===== config.mk =====
export PLATFORM = sky130hd
export DESIGN_NAME = key_token_decoder_flat
export DESIGN_NICKNAME = d
export VERILOG_FILES = /design/src/rtl/key_token_decoder_if.sv /design/src/rtl/key_token_decoder.sv /design/src/flat_wrapper.sv
export SDC_FILE = /design/constraint.sdc
export NUM_CORES = 1
export LEC_CHECK = 0
export ABC_AREA = 1
export CAP_MARGIN = 10
export CORE_MARGIN = 5
export CORE_UTILIZATION = 52
export DETAILED_ROUTE_END_ITERATION = 12
export PLACE_DENSITY = 0.8
export RECOVER_POWER = 100
export SLEW_MARGIN = 40
export SYNTH_ARGS = -nofsm -noshare
export SYNTH_HDL_FRONTEND = slang
export SYNTH_SLANG_ARGS = --single-unit
export TNS_END_PERCENT = 50

===== constraint.sdc =====
create_clock -name clk -period 2.7 [get_ports clk]
set_clock_uncertainty 0.1 [all_clocks]
set_input_delay 0.675 -clock clk [delete_from_list [all_inputs] [get_ports clk]]
set_output_delay 0.675 -clock clk [all_outputs]
set_load 0.05 [all_outputs]

===== src/rtl/key_token_decoder_if.sv =====
// Key-event and token handshake bundle between keypad scanner, decoder and ALU/sequencer.
// master = environment side (drives key events and tok_ready); slave = key_token_decoder.
interface key_token_decoder_if #(
    parameter int OPW = 16
);
    logic           flag;
    logic [4:0]     real_number;
    logic           tok_valid;
    logic           tok_ready;
    logic [OPW-1:0] tok_operand;
    logic [2:0]     tok_op;

    modport master (
        output flag, real_number, tok_ready,
        input  tok_valid, tok_operand, tok_op
    );

    modport slave (
        input  flag, real_number, tok_ready,
        output tok_valid, tok_operand, tok_op
    );
endinterface


===== src/rtl/key_token_decoder.sv =====
// Turns debounced keypad events into {operand, op} tokens on a valid/ready handshake.
// Optional NEG_ENTRY_EN: leading SUB marks the entry negative and adds the entry_neg port.
module key_token_decoder #(
    parameter int OPW        = 16,
    parameter int MAX_DIGITS = 4
) (
    input  logic                 clk,
    input  logic                 rst,
    key_token_decoder_if.slave   bus,
    output logic [OPW-1:0]       entry_value,
    output logic [3:0]           digit_cnt,
    output logic                 overflow,
    output logic                 key_drop
`ifdef NEG_ENTRY_EN
    ,
    output logic                 entry_neg
`endif
);

    typedef enum logic {S_EMPTY, S_ENTER} state_t;

    localparam logic [3:0] MAXD = 4'(MAX_DIGITS);

    state_t         state_q, state_d;
    logic [OPW-1:0] entry_q, entry_d;
    logic [3:0]     cnt_q, cnt_d;
    logic           ovf_q, ovf_d;
    logic           drop_q, drop_d;
    logic           neg_q, neg_d;
    logic           tv_q, tv_d;
    logic [OPW-1:0] opnd_q, opnd_d;
    logic [2:0]     op_q, op_d;

    logic           key_evt;
    logic [3:0]     code;
    logic           is_digit, is_clear;
    logic           sign_key;
    logic [OPW-1:0] times10;

    assign key_evt  = bus.flag && !bus.real_number[4];
    assign code     = bus.real_number[3:0];
    assign is_digit = (code <= 4'd9);
    assign is_clear = (code == 4'd15);
    assign times10  = (entry_q << 3) + (entry_q << 1);

`ifdef NEG_ENTRY_EN
    // A SUB with nothing typed yet is a sign, not an operator (only once per entry).
    assign sign_key = (code == 4'd11) && (state_q == S_EMPTY) && !neg_q;
`else
    assign sign_key = 1'b0;
`endif

    always_comb begin
        state_d = state_q;
        entry_d = entry_q;
        cnt_d   = cnt_q;
        ovf_d   = ovf_q;
        drop_d  = 1'b0;
        neg_d   = neg_q;
        tv_d    = tv_q;
        opnd_d  = opnd_q;
        op_d    = op_q;

        if (tv_q && bus.tok_ready)
            tv_d = 1'b0;

        if (key_evt) begin
            if (is_digit) begin
                if (cnt_q < MAXD) begin
                    entry_d = times10 + OPW'(code);
                    cnt_d   = cnt_q + 4'd1;
                    state_d = S_ENTER;
                end else begin
                    ovf_d = 1'b1;
                end
            end else if (is_clear) begin
                entry_d = '0;
                cnt_d   = '0;
                ovf_d   = 1'b0;
                neg_d   = 1'b0;
                state_d = S_EMPTY;
            end else if (sign_key) begin
                neg_d = 1'b1;
            end else if (tv_q) begin
                // Release and a new issue never share a cycle, even with tok_ready high.
                drop_d = 1'b1;
            end else begin
                tv_d    = 1'b1;
                opnd_d  = neg_q ? ('0 - entry_q) : entry_q;
                op_d    = 3'(code - 4'd9);
                entry_d = '0;
                cnt_d   = '0;
                ovf_d   = 1'b0;
                neg_d   = 1'b0;
                state_d = S_EMPTY;
            end
        end
    end

    always_ff @(posedge clk) begin
        if (rst) begin
            state_q <= S_EMPTY;
            entry_q <= '0;
            cnt_q   <= '0;
            ovf_q   <= 1'b0;
            drop_q  <= 1'b0;
            neg_q   <= 1'b0;
            tv_q    <= 1'b0;
            opnd_q  <= '0;
            op_q    <= '0;
        end else begin
            state_q <= state_d;
            entry_q <= entry_d;
            cnt_q   <= cnt_d;
            ovf_q   <= ovf_d;
            drop_q  <= drop_d;
            neg_q   <= neg_d;
            tv_q    <= tv_d;
            opnd_q  <= opnd_d;
            op_q    <= op_d;
        end
    end

    assign bus.tok_valid   = tv_q;
    assign bus.tok_operand = opnd_q;
    assign bus.tok_op      = op_q;
    assign entry_value     = entry_q;
    assign digit_cnt       = cnt_q;
    assign overflow        = ovf_q;
    assign key_drop        = drop_q;
`ifdef NEG_ENTRY_EN
    assign entry_neg       = neg_q;
`endif

endmodule


===== src/flat_wrapper.sv =====
// flat-port wrapper written by rule: the top's interface ports become plain ports
module key_token_decoder_flat 
#(
    parameter int OPW        = 16,
    parameter int MAX_DIGITS = 4
)
  (clk, rst, entry_value, digit_cnt, overflow, key_drop, bus_flag, bus_real_number, bus_tok_ready, bus_tok_valid, bus_tok_operand, bus_tok_op);
  key_token_decoder_if #(.OPW(OPW)) bus_i ();
  input  logic clk;
  input  logic rst;
  output logic [OPW-1:0] entry_value;
  output logic [3:0] digit_cnt;
  output logic overflow;
  output logic key_drop;
  input wire logic [$bits(bus_i.flag)-1:0] bus_flag;
  input wire logic [$bits(bus_i.real_number)-1:0] bus_real_number;
  input wire logic [$bits(bus_i.tok_ready)-1:0] bus_tok_ready;
  output wire logic [$bits(bus_i.tok_valid)-1:0] bus_tok_valid;
  output wire logic [$bits(bus_i.tok_operand)-1:0] bus_tok_operand;
  output wire logic [$bits(bus_i.tok_op)-1:0] bus_tok_op;
  assign bus_i.flag = bus_flag;
  assign bus_i.real_number = bus_real_number;
  assign bus_i.tok_ready = bus_tok_ready;
  assign bus_tok_valid = bus_i.tok_valid;
  assign bus_tok_operand = bus_i.tok_operand;
  assign bus_tok_op = bus_i.tok_op;
  key_token_decoder #(.OPW(OPW), .MAX_DIGITS(MAX_DIGITS)) u_core (.clk(clk), .rst(rst), .bus(bus_i), .entry_value(entry_value), .digit_cnt(digit_cnt), .overflow(overflow), .key_drop(key_drop));
endmodule

# Yosys cells after proc, flatten, opt, wreduce, memory -nomap -nowiden
# Index checks and enable logic that the tools add are counted.
[classes]
reduce_logical = 8
mux = 19
magnitude_cmp = 2
n_eq_ne = 5
bitwise = 4
n_addsub = 5
[op_table]
columns = ["operator", "count"]
rows = [
  ["2-to-1 mux 16 bit", 5],
  ["adder 16 bit", 1],
  ["adder 16 x 4 -> 16 bit", 1],
  ["2-to-1 mux 4 bit", 4],
  ["subtractor 1 x 16 -> 16 bit (first input constant)", 1],
  ["2-to-1 mux 1 bit", 10],
  ["AND reduction 3 bit", 3],
  ["inequality test 2 bit (second input constant)", 3],
  ["adder 4 x 1 -> 4 bit (second input constant)", 1],
  ["equality test 4 bit (second input constant)", 1],
  ["less-or-equal comparator 4 bit (second input constant)", 1],
  ["< comparator 4 x 3 -> 1 bit (second input constant)", 1],
  ["inverter 1 bit", 4],
  ["AND reduction 4 bit", 1],
  ["OR reduction 4 bit", 1],
  ["inequality test 3 bit (second input constant)", 1],
  ["subtractor 3 x 1 -> 3 bit (second input constant)", 1],
  ["logical AND 1 bit", 2],
  ["logical NOT 1 bit", 1],
]
[totals]
output_inout_bits = 42
register_bits = 43
elab_cells = 51
inputBits = 9

# Depth between registers and ports, before layout
# Gate-level depths: netlist of the first run.
[depth]
ltp_word = 6
depth_mapped = 13
mapped_depth_nobuf = 13

# Worst setup path after synthesis of the first run
# OpenSTA, ideal clock, no wires.
[synth_path]
path_type = "reg2reg"
start = "reg u_core.entry_q[0] (netlist: u_core.entry_value[0])"
end = "reg u_core.entry_q[8] (netlist: u_core.entry_value[8])"
path_slack_ns = 0.078
setup_time_ns = 0.070
synth_period_minus_slack_ns = 2.622
path_stages_with_launch = 12
arrival_ns = 2.451
path_buffers = 0
required_ns = 2.530
path_cell_list = "dfxtp_1 -> inv_1 -> fa_1 -> inv_1 -> fa_1 -> inv_1 -> nor2_1 -> nor2_1 -> o21ai_0 -> a21oi_1 -> o21ai_0 -> a21oi_1"
[synth_between]
elab_chain_len = 4
[synth_lines]
columns = ["element", "line", "rtl"]
rows = [
  ["from (decl)", "key_token_decoder.sv:25", "logic [OPW-1:0] entry_q, entry_d;"],
  ["from (signal assigned)", "key_token_decoder.sv:113", "entry_q <= entry_d;"],
  ["adder 16 bit", "key_token_decoder.sv:44", "assign times10 = (entry_q << 3) + (entry_q << 1);"],
  ["adder 16 x 4 -> 16 bit", "key_token_decoder.sv:70", "entry_d = times10 + OPW'(code);"],
  ["2-to-1 mux 16 bit", "key_token_decoder.sv:69", "if (cnt_q < MAXD) begin"],
  ["2-to-1 mux 16 bit", "key_token_decoder.sv:68", "if (is_digit) begin"],
]
# No other way between the ends. The select of a mux whose other input is x is not followed.
# A chain may end at the register's enable or synchronous reset.

# Worst setup path after layout of the first run
[layout_path]
start = "in bus_real_number[3]"
end = "reg u_core.entry_q[9] (netlist: u_core.entry_value[9])"
[layout_between]
elab_chain_len = 3
word_cells_on_any_way = 9
classes_between = "1 x add/sub; 1 x order compare; 3 x eq/ne; 3 x mux; 1 x reduce/logical"
[layout_lines]
columns = ["element", "line", "rtl"]
rows = [
  ["from (decl)", "flat_wrapper.sv:16", "input wire logic [$bits(bus_i.real_number)-1:0] bus_real_number;"],
  ["adder 16 x 4 -> 16 bit (tied with other cells)", "key_token_decoder.sv:70", ""],
  ["2-to-1 mux 16 bit (tied with other cells)", "key_token_decoder.sv:69", ""],
  ["2-to-1 mux 16 bit / AND reduction 3 bit (equally long branches)", "n/a", ""],
]
# Several ways; a longest one is shown, not always the timed one. The select of a mux whose other input is x is not followed.

==> Flow_metrics.wiki, run 1 <==
{| class="wikitable"
! Metric !! Value
|-
| Register clock-pin slew on the reported worst setup and hold paths || approximately 0.08 ns
|-
| Starting utilization of the core area || a little over half
|-
| Max_slew headroom || between 50% and 60%
|-
| Maximum number of pins on one net before global-route repair || 23
|-
| Core box area || between 5000 and 6000 sq um
|-
| Diodes inserted || 0
|-
| Number of levels in the clock H-tree || 2
|-
| Slowest Stage Delay on Critical Path || 0.53 ns
|-
| Number of antenna violations at the first check in global routing || 0
|-
| Most frequent cell on the critical path || nand3_1
|-
| Combined global-route utilization of all metal layers || 22.2%
|-
| Commonest non-fill, non-tap cell in the layout || nand2_1
|-
| Clock tree from TritonCTS || yes
|-
| Critical Path, Cell by Cell || dlygate4sd2_1 > inv_2 > fa_1 > inv_1 > ha_1 > nand3_1 > nand3_1 > a21oi_2 > xor2_1 > nand2_1 > a21oi_1
|-
| Number of antenna-violating nets in the routed design || 0
|-
| Placed instance area || around 3300 sq um
|-
| Startpoint of the worst register-to-register path || u_core.entry_value[0]$_SDFFE_PP0P_
|-
| Static Leak || around 0.0018 uW
|-
| PD cells || around 420 nW/um^2
|-
| Number of max-cap violations || 0
|-
| Die boundary width || ~80 um
|-
| Reg2Reg Depth || 10
|-
| Num Clock Sinks || 42
|-
| Via count of the first global-routing pass || around 2600
|-
| Number of enable flip-flop cells after synthesis || 0
|-
| Yosys top cell area share || about a third
|-
| Number of port buffers || 50
|-
| Worst Setup Path Type || primary input to register
|-
| Routed length per instance || 13.9 um
|-
| Total clock buffers created by CTS || 5
|-
| Endpoint of the worst hold-timing path || u_core.digit_cnt[3]$_SDFFE_PP0P_
|-
| Yosys cell types || 32
|-
| Reg-to-reg endpoint || u_core.entry_value[9]$_SDFFE_PP0P_
|-
| Post-synthesis async set-or-reset flop share || 0%
|-
| Hold Path Stages || 2
|-
| Start point of the critical path || bus_real_number[3]
|-
| Critical-path maximum fanout || 4
|-
| Highest-delay cell along the critical path || fa_1
|-
| CTS root buffer || clkbuf_8
|-
| Maximum achievable frequency || between 0.3 and 0.4 GHz
|-
| Tightest Pin Transition || 0.629 ns
|-
| Fill cells || between 400 and 500
|-
| Via count || ~2600
|-
| Top-level I/O count || 51
|-
| Post-Syn Instances || 369
|-
| Total of flip-flops plus latches after synthesis || 42
|-
| Setup Total Neg Slack || 0 ns
|-
| Number of warning messages in the yosys log || 0
|-
| Standard-cell row count || 26
|-
| Number of detailed-route iterations in the first pass || 4
|-
| Final period util || a little over nine tenths
|-
| Global-route wire length before repair || between 10 and 15 mm
|-
| Finish-stage setup viols || 0
|-
| Endpoint class of the critical path || register
|-
| Synth-to-Final Area Change || 28.2%
|-
| Final Max Tran Viols || 0
|-
| Unrepaired setup endpoints after global routing || false
|-
| Data arrival time of the worst path || 2.71 ns
|-
| Layout cell share with drive strength beyond 1 || 12.0%
|-
| Final hold violation count || 0
|-
| Critical path startpoint category || primary input
|-
| Area of the mapped netlist || roughly 2700 sq um
|-
| Final HPWL from detailed placement || around 5.3 mm
|-
| Buffers from clock root to sink, at most || 2
|-
| GRT overflow || 0
|-
| Routed Wire Length || between 6 and 7 mm
|-
| Violation count after the first detailed-routing iteration || 81
|-
| Layout Nets || between 400 and 500
|-
| Total DRC errors in the routed layout || 0
|-
| Layout Cell Area excl Fill || between 3000 and 4000 sq um
|-
| Cell accounting for the most synthesized area || dfxtp_1
|-
| Mapped Avg Cell Area || around 7.2 sq um
|-
| Die footprint || 6640 sq um
|-
| Fin crit period || 2.57 ns
|-
| Routability congestion estimate from global placement || 0.858
|-
| Top cells by area in the synthesized netlist || dfxtp_1 (32%), ha_1 (14%), nand2_1 (13%)
|-
| Clock network latency to the later pin of the worst-skew pair || slightly below 0.3 ns
|-
| Die Y-Extent || 81.5 um
|-
| Via/cell ratio || a little over 5
|-
| CP Data Required Time || about 2.8 ns
|-
| Reg-to-reg setup timing slack || about 0.28 ns
|-
| Number of buffers inserted by hold repair at cts || 0
|-
| Leading cell types in the layout, fill and taps excluded || nand2_1 (90), inv_1 (48), dlygate4sd3_1 (42), dfxtp_1 (42), a21oi_1 (32)
|-
| Post-synth net total || 410
|-
| Worst vdd rail ir drop || about 0.47 mV
|-
| Startpoint of the worst hold path || u_core.digit_cnt[3]$_SDFFE_PP0P_
|-
| Proportion of synthesized chip area in sequential cells || 31.6%
|-
| Min-delay worst type || register to register
|-
| Status || completed
|-
| Main flop type after synthesis || dfxtp_1
|}
==> report_power, final <==
part	internal [uW]	leakage, uW	switching, uW	total [uW]
clock network	276	0.0000514	228	504
logic	88.9	0.00138	171	260
registers	639	0.000341	16.7	656
total	1000	0.00178	415	1420
==> what timing repair did <==
| item | 4_1_cts | 5_1_grt |
|---|---|---|
| setup endpoints to repair | 8 | 4 |
| gates resized for setup | 9 | 4 |
| buffers inserted | 1 | 0 |
| pin swaps | 5 | 2 |
==> per-stage QoR <==
step | power [uW] | utilization, % | setup slack [ns] | cells | hold WS, ns
after detailed placement | 938 | 65.3 | -0.476 | 493 | 0.364
after global routing | 1470 | 67.6 | 0.00801 | 502 | 0.392
after CTS | 1430 | 68.0 | 0.0153 | 502 | 0.377
final | 1420 | 67.6 | 0.125 | 502 | 0.368
after global placement | 933 | 65.3 | -0.411 | 493 | 0.339
after floorplan | 843 | - | 0.0781 | 369 | 0.564
==> logic make-up after synthesis <==
| logic type | after synthesis | synth area share (%) |
|---|---|---|
| fa+ha+maj | 32 | 15.6 |
| xor+xnor | 3 | 0.989 |
| flops | 42 | 31.6 |
| buf+inv | 61 | 10.1 |
| simple gates | 169 | 29.3 |
| compound gates | 62 | 12.3 |
==> registers in the layout, summed over array words and instances (netlist names) <==
signal,cells
u_core.digit_cnt,4
u_core.bus.tok_op,3
u_core.bus.tok_operand,16
u_core.bus.tok_valid,1
u_core.overflow,1
u_core.key_drop,1
u_core.entry_value,16
==> metal layers <==
layer,GRT usage (%),part of all wire (%)
met1,25.0,42
met2,41.1,51
met3,4.93,5.2
met4,6.93,2.1
met5,0,0
==> cells in the mapped netlist, drive strengths merged, types with 3 or more instances <==
master,number
nor2,43
nand3,26
ha,30
buf,6
o21ai,24
inv,51
dfxtp,42
nand2,92
a21oi,35
clkbuf,3
nand4,3
==> worst max-delay path, delay by kind of cell <==
family / cells / cell delay [ns]
AOI/OAI and AO/OA: 2 / 0.31
adders and majority gates: 2 / 0.85
and+or+nand+nor: 3 / 0.34
buffers and inverters: 3 / 0.34
xor gates and xnor gates: 1 / 0.18
==> worst max-delay path by stage <==
| stage | cells past startpoint | slack [ns] | to |
|---|---|---|---|
| 5_1_grt | 11 | 0.008 | u_core.entry_value[8]$_SDFFE_PP0P_ |
| 6_report | 11 | 0.13 | u_core.entry_value[9]$_SDFFE_PP0P_ |
| 3_3_place_gp | 12 | -0.41 | u_core.entry_value[8]$_SDFFE_PP0P_ |
| 2_1_floorplan | 11 | 0.08 | u_core.entry_value[8]$_SDFFE_PP0P_ |
| 3_5_place_dp | 11 | -0.48 | u_core.entry_value[10]$_SDFFE_PP0P_ |
| 4_1_cts | 11 | 0.02 | u_core.entry_value[8]$_SDFFE_PP0P_ |
==> cell type report <==
type | count | area (sq um) | share of cell area (%)
Clock buffer | 6 | 72.6 | 2.13
Multi-Input combinational cell | 266 | 1550 | 45.5
Sequential cell | 42 | 841 | 24.7
Inverter | 52 | 203 | 5.95
Timing Repair Buffer | 64 | 614 | 18.0
Clock inverter | 2 | 37.5 | 1.10
Tap cell | 70 | 87.6 | 2.57
Power figures use the tool's default switching activity.
==> inputs of run 2 (changes only) <==
--- a/config.mk
+++ b/config.mk
@@ -5,10 +5,9 @@
 export SDC_FILE = /design/constraint.sdc
 export NUM_CORES = 1
 export LEC_CHECK = 0
-export ABC_AREA = 1
 export CAP_MARGIN = 10
 export CORE_MARGIN = 5
-export CORE_UTILIZATION = 52
+export CORE_UTILIZATION = 51
 export DETAILED_ROUTE_END_ITERATION = 12
 export PLACE_DENSITY = 0.8
 export RECOVER_POWER = 100
==> run 2 against run 1 <==
Net effect: via count fell by 11%; sequential share of layout area rose by 1.4 points; largest power group unchanged; routed wire length fell by 13%; area after synthesis fell by 9.4%.
==> Flow_metrics.wiki, run 2 <==
{| class="wikitable"
! Metric !! Value
|-
| Hold Path Stages || 2 (unchanged)
|-
| Clock network latency to the later pin of the worst-skew pair || 0.30 ns (about the same)
|-
| Num Clock Sinks || 42 (unchanged)
|-
| Max_slew headroom || 64.1% (+6.1 points)
|-
| Buffers from clock root to sink, at most || 2 (unchanged)
|-
| Clock tree from TritonCTS || yes
|-
| Startpoint of the worst hold path || u_core.bus.tok_operand[6]$_SDFFE_PP0P_
|-
| CP Data Required Time || 2.80 ns (-0.03 ns)
|-
| Standard-cell row count || 25 (-3.8%)
|-
| Reg2Reg Depth || 10 (unchanged)
|-
| Number of enable flip-flop cells after synthesis || 0 (unchanged)
|-
| Violation count after the first detailed-routing iteration || 124 (+53%)
|-
| Routed Wire Length || 6.09 mm (-13%)
|-
| Finish-stage setup viols || 0 (unchanged)
|-
| Data arrival time of the worst path || 2.74 ns (+0.03 ns)
|-
| Number of antenna violations at the first check in global routing || 0 (unchanged)
|-
| Yosys cell types || 45 (+41%)
|-
| Cell accounting for the most synthesized area || dfxtp_1
|-
| Synth-to-Final Area Change || 34.9%
|-
| Maximum number of pins on one net before global-route repair || 33 (+43%)
|-
| Most frequent cell on the critical path || ha_4
|-
| Slowest Stage Delay on Critical Path || 0.39 ns (-0.14 ns)
|-
| Fill cells || 378 (-16%)
|-
| Unrepaired setup endpoints after global routing || false
|-
| Number of max-cap violations || 0 (unchanged)
|-
| Number of warning messages in the yosys log || 0 (unchanged)
|-
| Total clock buffers created by CTS || 5 (unchanged)
|-
| Die Y-Extent || 78.7 um (-3.4%)
|-
| Static Leak || 0.00154 uW (-13%)
|-
| Die footprint || 6200 sq um (-6.7%)
|-
| Routability congestion estimate from global placement || 0.855 (-0.44%)
|-
| Post-synth net total || 325 (-21%)
|-
| Diodes inserted || 0 (unchanged)
|-
| Commonest cells in the netlist || nand2_1 (43), dfxtp_1 (42), a21oi_1 (35)
|-
| Via count of the first global-routing pass || 2176 (-15%)
|-
| Final period util || 97.9% (+2.6 points)
|-
| Global-route wire length before repair || 10.1 mm (-11%)
|-
| Final hold violation count || 0 (unchanged)
|-
| Layout Nets || 392 (-17%)
|-
| Critical-path maximum fanout || 2 (-2)
|-
| Final Max Tran Viols || 0 (unchanged)
|-
| Kind of cell adding the most delay to the critical path || compound AO/OA/AOI/OAI gates
|-
| Number of port buffers || 50 (unchanged)
|-
| Top-level I/O count || 51 (unchanged)
|-
| Number of levels in the clock H-tree || 2 (unchanged)
|-
| Register clock-pin slew on the reported worst setup and hold paths || 0.08 ns (about the same)
|-
| Top cells by area in the synthesized netlist || dfxtp_1 (35%), ha_1 (16%), a21oi_1 (7.3%)
|-
| Core box area || 4660 sq um (-7.6%)
|-
| Reg-to-reg endpoint || u_core.entry_value[14]$_SDFFE_PP0P_
|-
| Via count || 2272 (-11%)
|-
| Number of antenna-violating nets in the routed design || 0 (unchanged)
|-
| Endpoint class of the critical path || register
|-
| Worst vdd rail ir drop || 0.219 mV (-53%)
|-
| Min-delay worst type || register to register
|-
| Total of flip-flops plus latches after synthesis || 42 (unchanged)
|-
| Total DRC errors in the routed layout || 0 (unchanged)
|-
| Number of detailed-route iterations in the first pass || 4 (unchanged)
|-
| Final cell utilization of the core || 69.7% (+2.1 points)
|-
| Starting utilization of the core area || 51.7% (-1.0 points)
|-
| PD cells || 403 nW/um^2 (-3.2%)
|-
| Mapped Avg Cell Area || 8.48 sq um (+18%)
|-
| Leading cell types in the layout, fill and taps excluded || nand2_1 (43), dlygate4sd3_1 (42), dfxtp_1 (39)
|-
| Main flop type after synthesis || dfxtp_1
|-
| Commonest non-fill, non-tap cell in the layout || nand2_1
|-
| Post-synthesis async set-or-reset flop share || 0% (unchanged)
|-
| Maximum achievable frequency || 0.378 GHz (-2.6%)
|-
| Placed instance area || 3110 sq um (-5.5%)
|-
| Area of the mapped netlist || 2410 sq um (-9.4%)
|-
| Tightest Pin Transition || 0.537 ns (-0.0925 ns)
|-
| Bufs and invs on worst path || 1 (-2)
|-
| Via/cell ratio || 5.60 (+9.9%)
|-
| Combined global-route utilization of all metal layers || 20.1% (-2.0 points)
|-
| Fin crit period || 2.64 ns (+0.0696 ns)
|-
| Number of buffers inserted by hold repair at cts || 0 (unchanged)
|-
| Cell with the most instances after synthesis || nand2_1
|-
| CTS root buffer || clkbuf_8
|-
| Proportion of synthesized chip area in sequential cells || 34.9% (+3.3 points)
|-
| Endpoint of the worst hold-timing path || u_core.bus.tok_operand[6]$_SDFFE_PP0P_
|-
| Worst Setup Path Type || primary input to register
|-
| GRT overflow || 0 (unchanged)
|-
| Layout cell share with drive strength beyond 1 || 13.9% (+1.9 points)
|-
| Layout Cell Area excl Fill || 3250 sq um (-4.7%)
|-
| Routed length per instance || 15.0 um (+8.1%)
|-
| Highest-delay cell along the critical path || fa_2
|-
| Final HPWL from detailed placement || 4.48 mm (-16%)
|-
| Startpoint of the worst register-to-register path || u_core.entry_value[0]$_SDFFE_PP0P_
|-
| Critical path startpoint category || primary input
|-
| Yosys top cell area share || 34.9% (+3.3 points)
|-
| Reg-to-reg setup timing slack || 0.13 ns (-0.15 ns)
|-
| Die boundary width || 78.7 um (-3.4%)
|-
| Status || completed
|-
| Critical Path, Cell by Cell || dlygate4sd2_1 > ha_4 > ha_4 > fa_2 > a21o_1 > a221oi_2 > a21oi_1 > a21oi_2 > xor2_1 > o21ai_1
|-
| Post-Syn Instances || 284 (-23%)
|}
-- run 2: cell count changes after synthesis, sizes merged, moves of 6 or more --
cell	delta
a22oi	+7
nor2	-18
nand3	-23
nand2	-49
o21ai	-13
clkbuf	+6
inv	-41
-- run 2: worst max path at each step --
stage	start	to	slack [ns]	cells after the start
after detailed placement	bus_real_number[3]	u_core.entry_value[15]$_SDFFE_PP0P_	-0.72	11
after global routing	bus_real_number[2]	u_core.entry_value[10]$_SDFFE_PP0P_	0.0008	10
after floorplan	bus_real_number[3]	u_core.entry_value[14]$_SDFFE_PP0P_	-0.03	10
after CTS	bus_real_number[2]	u_core.entry_value[14]$_SDFFE_PP0P_	0.01	10
after global placement	bus_real_number[3]	u_core.entry_value[15]$_SDFFE_PP0P_	-0.71	11
final	bus_real_number[2]	u_core.entry_value[14]$_SDFFE_PP0P_	0.06	10
-- run 2: routing by layer --
metal / wire length [um] / track usage [%] / vias to the layer above
li1: - / - / 1124
met1: 2670 / 24.7 / 1077
met2: 3040 / 35.7 / 62
met3: 276 / 3.17 / 9
met4: 98 / 6.82 / 0
met5: 0 / 0 / -
-- run 2: final cells by class --
cell class                      count  area [sq um]  area share (%)
Tap cell                           54          67.6            2.08
Sequential cell                    42           847            26.1
Inverter                           10          45.0            1.39
Timing Repair Buffer               75           674            20.8
Clock inverter                      2          37.5            1.16
Multi-Input combinational cell    217          1500            46.3
Clock buffer                        6          72.6            2.23
-- run 2: cells by family after synthesis --
kind of cell	Yosys count	share of synthesized area (%)
xor gates and xnor gates	13	4.73
AOI/OAI and AO/OA	74	19.6
and+or+nand+nor	96	18.2
muxes	2	0.831
DFF	42	34.9
buffers and inverters	25	4.42
adders and majority gates	32	17.2
-- run 2: power breakdown --
group	total (uW)	internal [uW]	switching (uW)	leakage, uW
Combinational	176	70.1	106	0.00114
Clock	499	276	223	0.0000514
Sequential	635	626	8.51	0.000341
Total	1310	972	338	0.00154
-- run 2: timing repair --
| item | 4_1_cts | 5_1_grt |
|---|---|---|
| setup buffers | 1 | 1 |
| endpoints found under the setup margin | 11 | 11 |
| pin swaps | 7 | 9 |
| gates resized for setup | 8 | 8 |
-- run 2: tightest hold or removal path: stages, from the launching register on --
cell and delay [ns]:
dfxtp_1 0.31, nand2_1 0.05, a21oi_1 0.05
-- run 2: stage by stage --
stage | worst slack (ns) | setup TNS [ns] | total power [uW] | std cells | hold slack (ns)
after CTS | 0.0101 | 0 | 1320 | 405 | 0.359
after floorplan | -0.0336 | -0.0584 | 755 | 284 | 0.489
after detailed placement | -0.724 | -10.21 | 826 | 396 | 0.347
after global placement | -0.707 | -8.50 | 822 | 396 | 0.341
final | 0.0555 | 0 | 1310 | 406 | 0.353
after global routing | 0.000818 | 0 | 1360 | 406 | 0.382
==> inputs of run 3 (changes only) <==
==> constraint.sdc (replaced) <==
create_clock -name clk -period 2.6 [get_ports clk]
set_clock_uncertainty 0.1 [all_clocks]
set_input_delay 0.65 -clock clk [delete_from_list [all_inputs] [get_ports clk]]
set_output_delay 0.65 -clock clk [all_outputs]
set_load 0.05 [all_outputs]
==> run 3 against run 2 <==
Net effect: cell count grew 2.7%; design area grew 4.3%; non-clock buffer count grew 11; hold slack gained 0.00055 ns; die area is the same; register-to-register slack lost 0.08 ns; largest power group unchanged.
==> Flow_metrics.wiki, run 3 (synthesized netlist as in run 2, its figures left out) <==
{| class="wikitable"
! Metric !! Value
|-
| Reg-to-reg setup timing slack || 0.05 ns (-0.08 ns)
|-
| Placed instance area || 3170 sq um (+2.0%)
|-
| CP Data Required Time || 2.69 ns (-0.11 ns)
|-
| Standard-cell row count || 25 (unchanged)
|-
| Leading cell types in the layout, fill and taps excluded || nand2_1 (43), dlygate4sd3_1 (42), dfxtp_1 (39)
|-
| Diodes inserted || 0 (unchanged)
|-
| Num Clock Sinks || 42 (unchanged)
|-
| Final hold violation count || 0 (unchanged)
|-
| Buffers from clock root to sink, at most || 2 (unchanged)
|-
| Kind of cell adding the most delay to the critical path || compound AO/OA/AOI/OAI gates
|-
| Final Max Tran Viols || 0 (unchanged)
|-
| Starting utilization of the core area || 51.7% (unchanged)
|-
| GRT overflow || 0 (unchanged)
|-
| Max_slew headroom || 63.5% (-0.56 points)
|-
| Number of antenna-violating nets in the routed design || 0 (unchanged)
|-
| Maximum achievable frequency || 0.389 GHz
|-
| Reg2Reg Depth || 8 (-2)
|-
| Routed length per instance || 14.1 um (-6.3%)
|-
| Final period util || between 90% and 100%
|-
| Top-level I/O count || 51 (unchanged)
|-
| Die boundary width || 78.7 um (unchanged)
|-
| Critical-path maximum fanout || 2 (unchanged)
|-
| Number of antenna violations at the first check in global routing || 0 (unchanged)
|-
| Uppermost layer routed || met4
|-
| Die Y-Extent || 78.7 um (unchanged)
|-
| Maximum number of pins on one net before global-route repair || 21 (-36%)
|-
| Total DRC errors in the routed layout || 0 (unchanged)
|-
| Min-delay worst type || register to register
|-
| Final worst hold slack || 0.353 ns (+0.000550 ns)
|-
| Final HPWL from detailed placement || 4.35 mm (-2.8%)
|-
| CTS root buffer || clkbuf_8
|-
| Layout cell share with drive strength beyond 1 || 19.0% (+5.1 points)
|-
| Global-route wire length before repair || 9.94 mm (-1.8%)
|-
| Layout Nets || 403 (+2.8%)
|-
| Startpoint of the worst register-to-register path || u_core.entry_value[9]$_SDFFE_PP0P_
|-
| Bufs and invs on worst path || 1 (unchanged)
|-
| Total met2 wirelength after detailed routing || 2.79 mm (-8.2%)
|-
| Number of buffers inserted by hold repair at cts || 0 (unchanged)
|-
| Endpoint class of the critical path || register
|-
| Register clock-pin slew on the reported worst setup and hold paths || 0.08 ns (about the same)
|-
| Worst slack at placement || -0.887 ns (-0.163 ns)
|-
| Clock tree from TritonCTS || yes
|-
| Critical path startpoint category || primary input
|-
| Core box area || 4660 sq um (unchanged)
|-
| Endpoint of the worst hold-timing path || u_core.bus.tok_operand[0]$_SDFFE_PP0P_
|-
| Combined global-route utilization of all metal layers || 20.1% (-0.067 points)
|-
| Static Leak || 0.00161 uW (+4.8%)
|-
| Total length of routed met3 wires || 258 um (-6.5%)
|-
| Number of levels in the clock H-tree || 2 (unchanged)
|-
| Number of port buffers || 50 (unchanged)
|-
| Detailed-route wire length on metal 1 || 2.69 mm (+0.45%)
|-
| Synth-to-Final Area Change || 40.7%
|-
| Most frequent cell on the critical path || a21oi_2
|-
| Total clock buffers created by CTS || 5 (unchanged)
|-
| Commonest non-fill, non-tap cell in the layout || nand2_1
|-
| Status || completed
|-
| Tightest Pin Transition || 0.533 ns (-0.00363 ns)
|-
| Hold Path Stages || 2 (unchanged)
|-
| Violation count after the first detailed-routing iteration || 74 (-40%)
|-
| Via/cell ratio || 5.47 (-2.3%)
|-
| Clock network latency to the later pin of the worst-skew pair || 0.30 ns (about the same)
|-
| PD cells || 402 nW/um^2 (-0.38%)
|-
| Reg-to-reg endpoint || u_core.entry_value[14]$_SDFFE_PP0P_
|-
| Routed Wire Length || 5.86 mm (-3.7%)
|-
| Critical Path, Cell by Cell || clkdlybuf4s15_1 > ha_2 > ha_4 > fa_2 > a21o_1 > a221oi_4 > a21oi_2 > a21oi_2 > xor2_1 > o21ai_1
|-
| Number of detailed-route iterations in the first pass || 4 (unchanged)
|-
| Fin crit period || about 2.6 ns
|-
| Worst Setup Path Type || primary input to register
|-
| Via count || 2279 (+0.31%)
|-
| Startpoint of the worst hold path || u_core.bus.tok_operand[0]$_SDFFE_PP0P_
|-
| Finish-stage setup viols || 0 (unchanged)
|-
| Highest-delay cell along the critical path || fa_2
|-
| Fill cells || 359 (-5.0%)
|-
| Die footprint || 6200 sq um (unchanged)
|-
| Via count of the first global-routing pass || 2116 (-2.8%)
|-
| Unrepaired setup endpoints after global routing || true
|-
| Number of max-cap violations || 0 (unchanged)
|-
| Data arrival time of the worst path || 2.66 ns (-0.08 ns)
|-
| Layout Cell Area excl Fill || 3390 sq um (+4.3%)
|-
| Routability congestion estimate from global placement || 0.867 (+1.5%)
|-
| Total Power || 1360 uW (+3.9%)
|-
| Smallest setup slack after layout || 0.0293 ns (-0.0262 ns)
|-
| Worst vdd rail ir drop || 0.321 mV (+47%)
|-
| Slowest Stage Delay on Critical Path || 0.38 ns (about the same)
|}
-- run 3: changes by cell type in the layout (fill, tap and decap cells not counted), sizes merged --
| cell | delta |
|---|---|
| clkbuf | +2 |
| clkdlybuf4s15 | +1 |
| dlygate4sd2 | -2 |
| buf | +10 |
-- run 3: worst max-delay path by stage --
| stage | end | depth (start not counted) | from | slack (ns) |
|---|---|---|---|---|
| after floorplan | u_core.entry_value[14]$_SDFFE_PP0P_ | 10 | bus_real_number[3] | -0.11 |
| after global placement | u_core.entry_value[14]$_SDFFE_PP0P_ | 11 | bus_real_number[3] | -0.84 |
| after detailed placement | u_core.entry_value[14]$_SDFFE_PP0P_ | 11 | bus_real_number[3] | -0.89 |
| after CTS | u_core.entry_value[14]$_SDFFE_PP0P_ | 11 | bus_real_number[3] | 0.001 |
| after global routing | u_core.entry_value[14]$_SDFFE_PP0P_ | 10 | u_core.entry_value[2]$_SDFFE_PP0P_ | -0.09 |
| final | u_core.entry_value[14]$_SDFFE_PP0P_ | 10 | bus_real_number[1] | 0.03 |
-- run 3: worst reg2reg max path, cell delays in order (launching register included) --
cell,delay [ns]
dfxtp_1,0.47
ha_1,0.29
ha_1,0.37
and3_1,0.22
a2111oi_0,0.52
a21oi_2,0.08
a21oi_2,0.17
xor2_1,0.15
o21ai_1,0.06
-- run 3: per-stage QoR --
step	setup TNS [ns]	cells	utilization (%)
6_report	0	417	72.7
5_1_grt	-0.284	417	72.7
4_1_cts	0	413	71.0
3_5_place_dp	-12.83	403	68.1
3_3_place_gp	-11.06	403	68.1
2_1_floorplan	-0.179	284	-
-- run 3: layout make-up --
| class | instances | area (sq um) | area share, % |
|---|---|---|---|
| clock buffer | 6 | 72.6 | 2.14 |
| clock inverter | 2 | 37.5 | 1.11 |
| inverter | 10 | 45.0 | 1.33 |
| multi-input combinational | 217 | 1550 | 45.7 |
| sequential | 42 | 847 | 25.0 |
| tap | 54 | 67.6 | 1.99 |
| timing repair buffer | 86 | 769 | 22.7 |
-- run 3: repair_timing --
| action | 4_1_cts | 5_1_grt |
|---|---|---|
| endpoints found under the setup margin | 11 | 15 |
| buffers inserted | 2 | 4 |
| resized for setup | 12 | 16 |
| pin swaps | 9 | 15 |
| gates cloned | 0 | 0 |
-- run 3: metal layers --
layer / vias to the layer above / global-route usage [%]
li1: 1148 / -
met1: 1061 / 25.2
met2: 56 / 33.4
met3: 14 / 4.31
met4: 0 / 8.04
met5: - / 0
-- run 3: power by group --
part	switching [uW]	internal (uW)	total (uW)
sequential	6.86	650	657
combinational	110	79.3	189
clock	229	287	515
total	345	1020	1360
